==> config.mk <==
export PLATFORM = sky130hd
export DESIGN_NAME = addr_gen_pipe
export DESIGN_NICKNAME = d
export VERILOG_FILES = /design/src/rtl/riscstrong_pkg.sv /design/src/rtl/pipe_slice.sv /design/src/rtl/addr_gen_pipe.sv
export SDC_FILE = /design/constraint.sdc
export NUM_CORES = 1
export LEC_CHECK = 0
export CORE_MARGIN = 3
export CORE_UTILIZATION = 52
export CTS_CLUSTER_SIZE = 12
export DETAILED_ROUTE_END_ITERATION = 12
export PLACE_DENSITY = 0.84
export SLEW_MARGIN = 25
export SYNTH_ARGS = -nofsm -noshare
export SYNTH_HDL_FRONTEND = slang
export SYNTH_SLANG_ARGS = --single-unit
==> constraint.sdc <==
create_clock -name clk -period 3.7 [get_ports clk]
set_input_delay 0.74 -clock clk [delete_from_list [all_inputs] [get_ports clk]]
set_output_delay 0.74 -clock clk [all_outputs]
set_load 0.05 [all_outputs]
==> src/rtl/riscstrong_pkg.sv <==
// riscstrong_pkg: shared definitions for the RiscStrong address path.
//   XLEN_DEF      default address/data width
//   size_e        access size encodings (byte/half/word/reserved)
//   is_misaligned alignment check of an address against an access size
package riscstrong_pkg;

   localparam int unsigned XLEN_DEF = 32;

   typedef enum logic [1:0] {
      SZ_B   = 2'b00,
      SZ_H   = 2'b01,
      SZ_W   = 2'b10,
      SZ_RSV = 2'b11
   } size_e;

   // Only the two low address bits matter for sizes up to a word.
   function automatic logic is_misaligned(input logic [1:0] sz, input logic [1:0] a_lo);
      logic m;
      m = 1'b0;
      case (size_e'(sz))
         SZ_H:    m = a_lo[0];
         SZ_W:    m = (a_lo != 2'b00);
         SZ_RSV:  m = 1'b1;
         default: m = 1'b0;
      endcase
      return m;
   endfunction

endpackage

==> src/rtl/pipe_slice.sv <==
// pipe_slice: one valid/ready register stage with synchronous flush.
//   clk, rst_n          clock, asynchronous active-low reset
//   flush               clears the stage valid on the next edge
//   in_valid/in_ready   upstream handshake
//   in_data [W-1:0]     upstream payload
//   out_valid/out_ready downstream handshake
//   out_data [W-1:0]    registered payload, held while stalled
module pipe_slice #(
   parameter int unsigned W = 8
) (
   input  logic         clk,
   input  logic         rst_n,
   input  logic         flush,
   input  logic         in_valid,
   output logic         in_ready,
   input  logic [W-1:0] in_data,
   output logic         out_valid,
   input  logic         out_ready,
   output logic [W-1:0] out_data
);

   // The stage can take a new item when empty or when its item leaves this cycle.
   assign in_ready = !out_valid || out_ready;

   always_ff @(posedge clk or negedge rst_n) begin
      if (!rst_n) begin
         out_valid <= 1'b0;
         out_data  <= '0;
      end else if (flush) begin
         out_valid <= 1'b0;
      end else if (in_ready) begin
         out_valid <= in_valid;
         if (in_valid) begin
            out_data <= in_data;
         end
      end
   end

endmodule

==> src/rtl/addr_gen_pipe.sv <==
// addr_gen_pipe: two-stage effective-address generator (base + sign-extended offset).
// Stage 1 adds the low SPLIT bits and registers the carry; stage 2 finishes the
// upper half, applies clear_lsb and (optionally) the alignment check.
//   clk, rst_n           clock, asynchronous active-low reset
//   flush                synchronous pipeline kill; blocks acceptance this cycle
//   in_valid/in_ready    request handshake
//   base [XLEN-1:0]      base address
//   offset [IMM_W-1:0]   signed immediate
//   size [1:0]           access size (riscstrong_pkg::size_e)
//   clear_lsb            force result bit0 to 0
//   out_valid/out_ready  result handshake
//   addr [XLEN-1:0]      effective address, modulo 2^XLEN
//   misalign             alignment error; tied to 0 unless ADDR_GEN_MISALIGN_EN is defined
module addr_gen_pipe
   import riscstrong_pkg::*;
#(
   parameter int unsigned XLEN  = XLEN_DEF,
   parameter int unsigned IMM_W = 12,
   parameter int unsigned SPLIT = 16
) (
   input  logic             clk,
   input  logic             rst_n,
   input  logic             flush,
   input  logic             in_valid,
   output logic             in_ready,
   input  logic [XLEN-1:0]  base,
   input  logic [IMM_W-1:0] offset,
   input  logic [1:0]       size,
   input  logic             clear_lsb,
   output logic             out_valid,
   input  logic             out_ready,
   output logic [XLEN-1:0]  addr,
   output logic             misalign
);

   localparam int unsigned HW = XLEN - SPLIT;
`ifdef ADDR_GEN_MISALIGN_EN
   localparam int unsigned S1W = 2 + 1 + 1 + SPLIT + 2 * HW;
   localparam int unsigned S2W = XLEN + 1;
`else
   localparam int unsigned S1W = 1 + 1 + SPLIT + 2 * HW;
   localparam int unsigned S2W = XLEN;
`endif

   // ---------------- stage 1: low-half add ----------------
   logic [XLEN-1:0]  off_ext;
   logic [SPLIT-1:0] lo_sum;
   logic             lo_carry;
   logic [S1W-1:0]   s1_in;
   logic [S1W-1:0]   s1_out;
   logic             s1_valid;
   logic             s1_in_ready;

   assign off_ext = {{(XLEN-IMM_W){offset[IMM_W-1]}}, offset};
   assign {lo_carry, lo_sum} = {1'b0, base[SPLIT-1:0]} + {1'b0, off_ext[SPLIT-1:0]};

`ifdef ADDR_GEN_MISALIGN_EN
   assign s1_in = {size, clear_lsb, lo_carry, lo_sum, base[XLEN-1:SPLIT], off_ext[XLEN-1:SPLIT]};
`else
   logic unused_size;
   assign unused_size = ^size;
   assign s1_in = {clear_lsb, lo_carry, lo_sum, base[XLEN-1:SPLIT], off_ext[XLEN-1:SPLIT]};
`endif

   // Flush gating lives here; the slice itself only sees its local readiness.
   assign in_ready = !flush && s1_in_ready;

   logic             s2_in_ready;

   pipe_slice #(.W(S1W)) u_s1 (
      .clk       (clk),
      .rst_n     (rst_n),
      .flush     (flush),
      .in_valid  (in_valid),
      .in_ready  (s1_in_ready),
      .in_data   (s1_in),
      .out_valid (s1_valid),
      .out_ready (s2_in_ready),
      .out_data  (s1_out)
   );

   // ---------------- stage 2: high-half add + finish ----------------
   logic             s1_clear;
   logic             s1_carry;
   logic [SPLIT-1:0] s1_lo;
   logic [HW-1:0]    s1_base_hi;
   logic [HW-1:0]    s1_off_hi;
   logic [HW-1:0]    hi_sum;
   logic [XLEN-1:0]  sum;
   logic [S2W-1:0]   s2_in;
   logic [S2W-1:0]   s2_out;

`ifdef ADDR_GEN_MISALIGN_EN
   logic [1:0]       s1_size;
   assign {s1_size, s1_clear, s1_carry, s1_lo, s1_base_hi, s1_off_hi} = s1_out;
`else
   assign {s1_clear, s1_carry, s1_lo, s1_base_hi, s1_off_hi} = s1_out;
`endif

   assign hi_sum = s1_base_hi + s1_off_hi + HW'(s1_carry);

   always_comb begin
      sum = {hi_sum, s1_lo};
      if (s1_clear) begin
         sum[0] = 1'b0;
      end
   end

`ifdef ADDR_GEN_MISALIGN_EN
   assign s2_in    = {sum, is_misaligned(s1_size, sum[1:0])};
   assign addr     = s2_out[S2W-1:1];
   assign misalign = s2_out[0];
`else
   assign s2_in    = sum;
   assign addr     = s2_out;
   assign misalign = 1'b0;
`endif

   pipe_slice #(.W(S2W)) u_s2 (
      .clk       (clk),
      .rst_n     (rst_n),
      .flush     (flush),
      .in_valid  (s1_valid),
      .in_ready  (s2_in_ready),
      .in_data   (s2_in),
      .out_valid (out_valid),
      .out_ready (out_ready),
      .out_data  (s2_out)
   );

endmodule
### Word-level counts from Yosys, hierarchy flattened

Index checks and enable logic that the tools add are counted.

* add/sub/neg operators: 3
* mux-type cells: 5
* bitwise gates (word level): 1
* reductions and logical operators: 10

Operators with widths (count)
* $add A16 B16 Y17: 1
* $add A16 B1 Y16: 1
* $add A16 B16 Y16: 1
* $reduce_and A3 Y1: 2
* $mux W1: 5
* $reduce_bool A2 Y1: 2
* $logic_not A1 Y1: 3
* $logic_or A1 B1 Y1: 2
* $logic_and A1 B1 Y1: 1
* $not A1 Y1: 1

* register bits: 84
* input port bits: 52
* output and inout bits: 35
* word-level logic and storage cells: 23

### Depth between registers and ports, before layout

* word-level depth: 5
* depth in mapped cells: 9
* mapped depth without buffers: 9

### Cells and area by module

A second synthesis with hierarchy kept.

* cell total of the unflattened synthesis: 389
* area, all modules: 4770.8 sq um

By module, submodules not included
* pipe_slice at u_s1: times used 1, cells an instance 111, area an instance 1939.4 sq um
* addr_gen_pipe: times used 1, cells an instance 205, area an instance 1567.8 sq um
* pipe_slice at u_s2: times used 1, cells an instance 73, area an instance 1263.7 sq um

### Worst setup path after synthesis

No wires, ideal clock.

* path kind: input -> register
* start: input out_ready
* end: register u_s1.out_data[45]
* library setup time: 0.116 ns
* arrival: 2.625 ns
* slack: 0.959 ns
* stages on the path: 5
* path through: and2b_2 a21oi_1 nand2_1 buf_2 o311ai_0

* cells in the longest elaborated chain, start to end: 3

Ends and longest elaborated chain
* start: declaration: RTL line addr_gen_pipe.sv:31 `input logic out_ready,`
* $logic_or A1 B1 Y1 (2 in a row): RTL line pipe_slice.sv:23 `assign in_ready = !out_valid || out_ready;`
* $reduce_and A3 Y1 (no line)
* end signal: assignment: RTL line pipe_slice.sv:34 `out_data <= in_data;`
* end: declaration: RTL line pipe_slice.sv:19 `output logic [W-1:0] out_data`

Every way passes these cells.
A chain may end at the register's enable or synchronous reset.

### Final worst setup path

* start: input out_ready
* end: output in_ready

* cells in the longest elaborated chain, start to end: 3

Ends and longest elaborated chain
* $logic_or A1 B1 Y1 (2 in a row): RTL line pipe_slice.sv:23
* $logic_and A1 B1 Y1: RTL line addr_gen_pipe.sv:66 `assign in_ready = !flush && s1_in_ready;`
* end: declaration: RTL line addr_gen_pipe.sv:25 `output logic in_ready,`

Every way passes these cells.

==> impl_metrics.prom <==
# TYPE chip_impl_metric gauge
chip_impl_metric{name="gpl.final_weighted_congestion",unit=""} 0.966
chip_impl_metric{name="die_area",unit="um2"} 9070
chip_impl_metric{name="cts_post_setup_buffers_inserted",unit=""} 0
chip_impl_metric{name="worst_skew_pair_latency",unit="ns"} 0.34
chip_impl_metric{name="detailed_place_hpwl",unit="um"} 7110
chip_impl_metric{name="worstPathBufferInverterCount",unit=""} 2
chip_impl_metric{name="wirelength",unit="um"} 9400
chip_impl_metric{name="syn-cell-area",unit="um2"} 4140
chip_impl_metric{name="fin_util",unit="%"} 70.1
chip_impl_metric{name="initial_core_util",unit="%"} 55.3
chip_impl_metric{name="hold_viol_final",unit=""} 0
chip_impl_info{name="crit_top_cell",value="sky130_fd_sc_hd__clkdlybuf4s50_1"} 1
chip_impl_metric{name="leakage",unit="nW"} 2.35
chip_impl_info{name="rsz0062_at_grt",value="no"} 1
chip_impl_info{name="critPathLaunchType",value="primary input"} 1
chip_impl_metric{name="flow.area_growth_from_synthesis",unit="%"} 26.6
chip_impl_info{name="timing.rr.end",value="u_s2.out_data[28]"} 1
chip_impl_metric{name="timing.max_cap.violations",unit=""} 0
chip_impl_metric{name="pin_count",unit=""} 87
chip_impl_metric{name="detailed_router_iteration_count_before_antenna_repair",unit=""} 5
chip_impl_metric{name="vdd_drop_max",unit="V"} 0.000226
chip_impl_metric{name="ant_nets",unit=""} 0
chip_impl_metric{name="die_height",unit="um"} 95.3
chip_impl_metric{name="path_max_fanout",unit=""} 5
chip_impl_metric{name="timing.reg2reg.setup_slack",unit="ns"} 1.01
chip_impl_metric{name="slowest_delay",unit="ns"} 0.84
chip_impl_info{name="timing.setup.critical_path_class",value="primary input to output port"} 1
chip_impl_info{name="holdCritPathClass",value="primary input to async pin"} 1
chip_impl_metric{name="grt_max_degree",unit=""} 47
chip_impl_metric{name="core",unit="um2"} 7490
chip_impl_metric{name="tightestPinTransition",unit="ns"} 0.867
chip_impl_metric{name="power_per_cell_area",unit="nW/um2"} 611
chip_impl_metric{name="fin_skew",unit="ns"} 0.00591
chip_impl_metric{name="finalWorstPathRequiredPeriod",unit="ns"} 3.24
chip_impl_metric{name="grt_overflow",unit=""} 0
chip_impl_metric{name="groute.usage.overall",unit="%"} 22.0
chip_impl_metric{name="clock_sinks",unit=""} 69
chip_impl_info{name="tritoncts",value="done"} 1
chip_impl_metric{name="placement_rows",unit=""} 31
chip_impl_metric{name="grt_antenna_before_repair",unit=""} 0
chip_impl_metric{name="worstPathArrival",unit="ns"} 2.50
chip_impl_metric{name="drt-wirelength-per-cell",unit="um"} 15.0
chip_impl_info{name="ordered_cell_list_for_the_critical_path",value="clkdlybuf4s50_1 -> and2b_2 -> a21oi_1 -> clkdlybuf4s50_1"} 1
chip_impl_metric{name="fp.dieW",unit="um"} 95.3
chip_impl_info{name="critical-path-slowest-cell",value="sky130_fd_sc_hd__clkdlybuf4s50_1"} 1
chip_impl_metric{name="ant_diodes",unit=""} 0
chip_impl_metric{name="final_max_slew_viol_count",unit=""} 0
chip_impl_metric{name="clkPwrFrac",unit="%"} 19.1
chip_impl_metric{name="vias_per_cell",unit=""} 5.75
chip_impl_metric{name="synth_seq_cells",unit=""} 69
chip_impl_metric{name="timing.slew.headroom",unit="%"} 42.0
chip_impl_metric{name="fmax",unit="MHz"} 309
chip_impl_metric{name="power",unit="W"} 0.00320
chip_impl_info{name="cp-end-kind",value="output port"} 1
chip_impl_metric{name="cts_resized",unit=""} 0
chip_impl_metric{name="synth_warnings",unit=""} 0
chip_impl_metric{name="p_switching",unit="W"} 0.00135
chip_impl_metric{name="worst_r2r_path_depth",unit=""} 9
chip_impl_info{name="layout.cells.most_common_list",value="sky130_fd_sc_hd__nand2_1 (100), sky130_fd_sc_hd__clkdlybuf4s50_1 (82), sky130_fd_sc_hd__dfrtp_1 (69), sky130_fd_sc_hd__o21ai_0 (39), sky130_fd_sc_hd__ha_1 (30)"} 1
chip_impl_metric{name="via_count_of_the_first_global_routing_pass",unit=""} 3523
chip_impl_metric{name="timing.critical_path.required",unit="ns"} 2.96
chip_impl_metric{name="synth_seq_area_share",unit="%"} 41.7
chip_impl_metric{name="power_switching_share",unit="%"} 42.1
chip_impl_metric{name="cts_hold_buffers",unit=""} 0
chip_impl_metric{name="drc",unit=""} 0
chip_impl_metric{name="p_int",unit="W"} 0.00185
chip_impl_metric{name="cts-htree-levels",unit=""} 3
chip_impl_metric{name="global_route_wire_length_before_repair",unit="um"} 15800
chip_impl_info{name="outcome",value="finished, final reports clean"} 1
chip_impl_metric{name="synth_area_per_cell",unit="um2"} 9.31
chip_impl_info{name="timing.rr.start",value="u_s1.out_data[15]"} 1
chip_impl_info{name="clock_tree.root_cell",value="sky130_fd_sc_hd__clkbuf_8"} 1
chip_impl_metric{name="path_clk_slew",unit="ns"} 0.08
chip_impl_metric{name="syn_nets",unit=""} 530
chip_impl_metric{name="timing.final.setup_violations",unit=""} 0
chip_impl_metric{name="io_buffer_count",unit=""} 83
chip_impl_metric{name="comb_power_share",unit="%"} 47.8
chip_impl_metric{name="drive_above_1_share",unit="%"} 9.64
chip_impl_metric{name="seqPwrFrac",unit="%"} 33.1
chip_impl_info{name="final_common_cell",value="sky130_fd_sc_hd__nand2_1"} 1
chip_impl_metric{name="tritoncts.num_buffers",unit=""} 9
chip_impl_metric{name="final_nets",unit=""} 609
chip_impl_metric{name="min_period_over_period",unit="%"} 87.6
chip_impl_metric{name="synth.lib_cells_used.distinct",unit=""} 49
chip_impl_info{name="critical_path.top_delay_family",value="buffers and inverters"} 1
chip_impl_metric{name="finalSetupTns",unit="ns"} 0
chip_impl_metric{name="ctsLongestPathBuffers",unit=""} 2
chip_impl_metric{name="routed-via-count",unit=""} 3609
chip_impl_metric{name="dr.first_iter.drc_count",unit=""} 151
chip_impl_metric{name="netlist_instances",unit=""} 445
-- kinds of logic after synthesis --
kind of cell / Yosys count / share of synthesized area [%]
simple gates: 158 / 16.4
compound gates: 111 / 17.4
flops: 69 / 41.7
fa+ha+maj: 33 / 10.5
buf+inv: 28 / 3.08
mux: 23 / 6.16
xor+xnor: 22 / 4.65
other cells: 1 / 0.0905
-- flip-flops by register name, indices dropped and copies added, names as in the netlist --
register and count:
u_s2.out_data 32, u_s1.out_data 35, u_s1.out_valid 1, u_s2.out_valid 1
-- power by group through the flow --
stage	Combinational [W]	Clock (W)	Sequential, W
3_3_place_gp	0.00149	0	0.00107
5_1_grt	0.00165	0.000660	0.00108
6_report	0.00153	0.000612	0.00106
4_1_cts	0.00153	0.000625	0.00106
3_5_place_dp	0.00152	0	0.00108
2_1_floorplan	0.000625	0	0.00149
-- synth_stat cells, drive strengths merged --
cell type	n	area share [%]
nand2	101	9.2
dfrtp	69	42
o21ai	40	4.9
ha	30	9.1
nor2	22	2.0
mux2	20	5.4
a21oi	19	2.3
clkbuf	13	1.2
xnor2	13	2.7
a211oi	10	1.8
xor2	9	1.9
a21o	8	1.5
buf	8	1.2
inv	7	0.63
nand3	7	0.85
nand4	6	0.91
nor3	6	0.72
o21bai	6	1.1
o31ai	6	1.1
and3	4	0.60
a31oi	3	0.45
fa	3	1.4
mux2i	3	0.72
nor2b	3	0.63
o211ai	3	0.54
o21a	3	0.54
o311ai	3	0.63
o41ai	3	1.1
nor4	2	0.30
o2111ai	2	0.42
a2111oi	1	0.21
a311oi	1	0.21
and2b	1	0.21
conb	1	0.091
nand2b	1	0.15
nand3b	1	0.18
nor3b	1	0.18
o211a	1	0.24
o22ai	1	0.15
o31a	1	0.21
or3	1	0.15
or3b	1	0.21
or4	1	0.18
-- metal layers --
layer	global-route usage (%)	routed length, um	vias to the layer above
li1	-	-	1734
met1	27.8	4030	1707
met2	37.4	4540	146
met3	3.24	610	22
met4	9.38	218	0
met5	0	0	-
-- area by class of cell --
type	instances	area [um2]
repair buffers	89	873
clock buffers	10	138
multi-input cells	348	2300
well taps	99	124
clock inverters	6	62.6
inverters	7	26.3
fillers	581	2240
flip-flops and latches	69	1730
-- worst max path at each step --
stage / startpoint / end / slack (ns) / cells after the start
after detailed placement: out_ready / in_ready / 0.46 / 4
after global routing: out_ready / in_ready / 0.40 / 4
after CTS: out_ready / in_ready / 0.45 / 4
after global placement: out_ready / in_ready / 0.48 / 4
final: out_ready / in_ready / 0.46 / 4
after floorplan: out_ready / u_s1.out_data[45] / 0.96 / 5
-- metrics by stage --
stage	area [um2]	worst slack (ns)	hold WS, ns	instances
after global placement	5040	0.475	0.448	612
final	5250	0.460	0.389	628
after CTS	5240	0.452	0.467	628
after detailed placement	5040	0.458	0.448	612
after global routing	5250	0.401	0.433	628
after floorplan	4140	0.959	0.433	445
No activity file was read; power rests on OpenSTA's default activity.
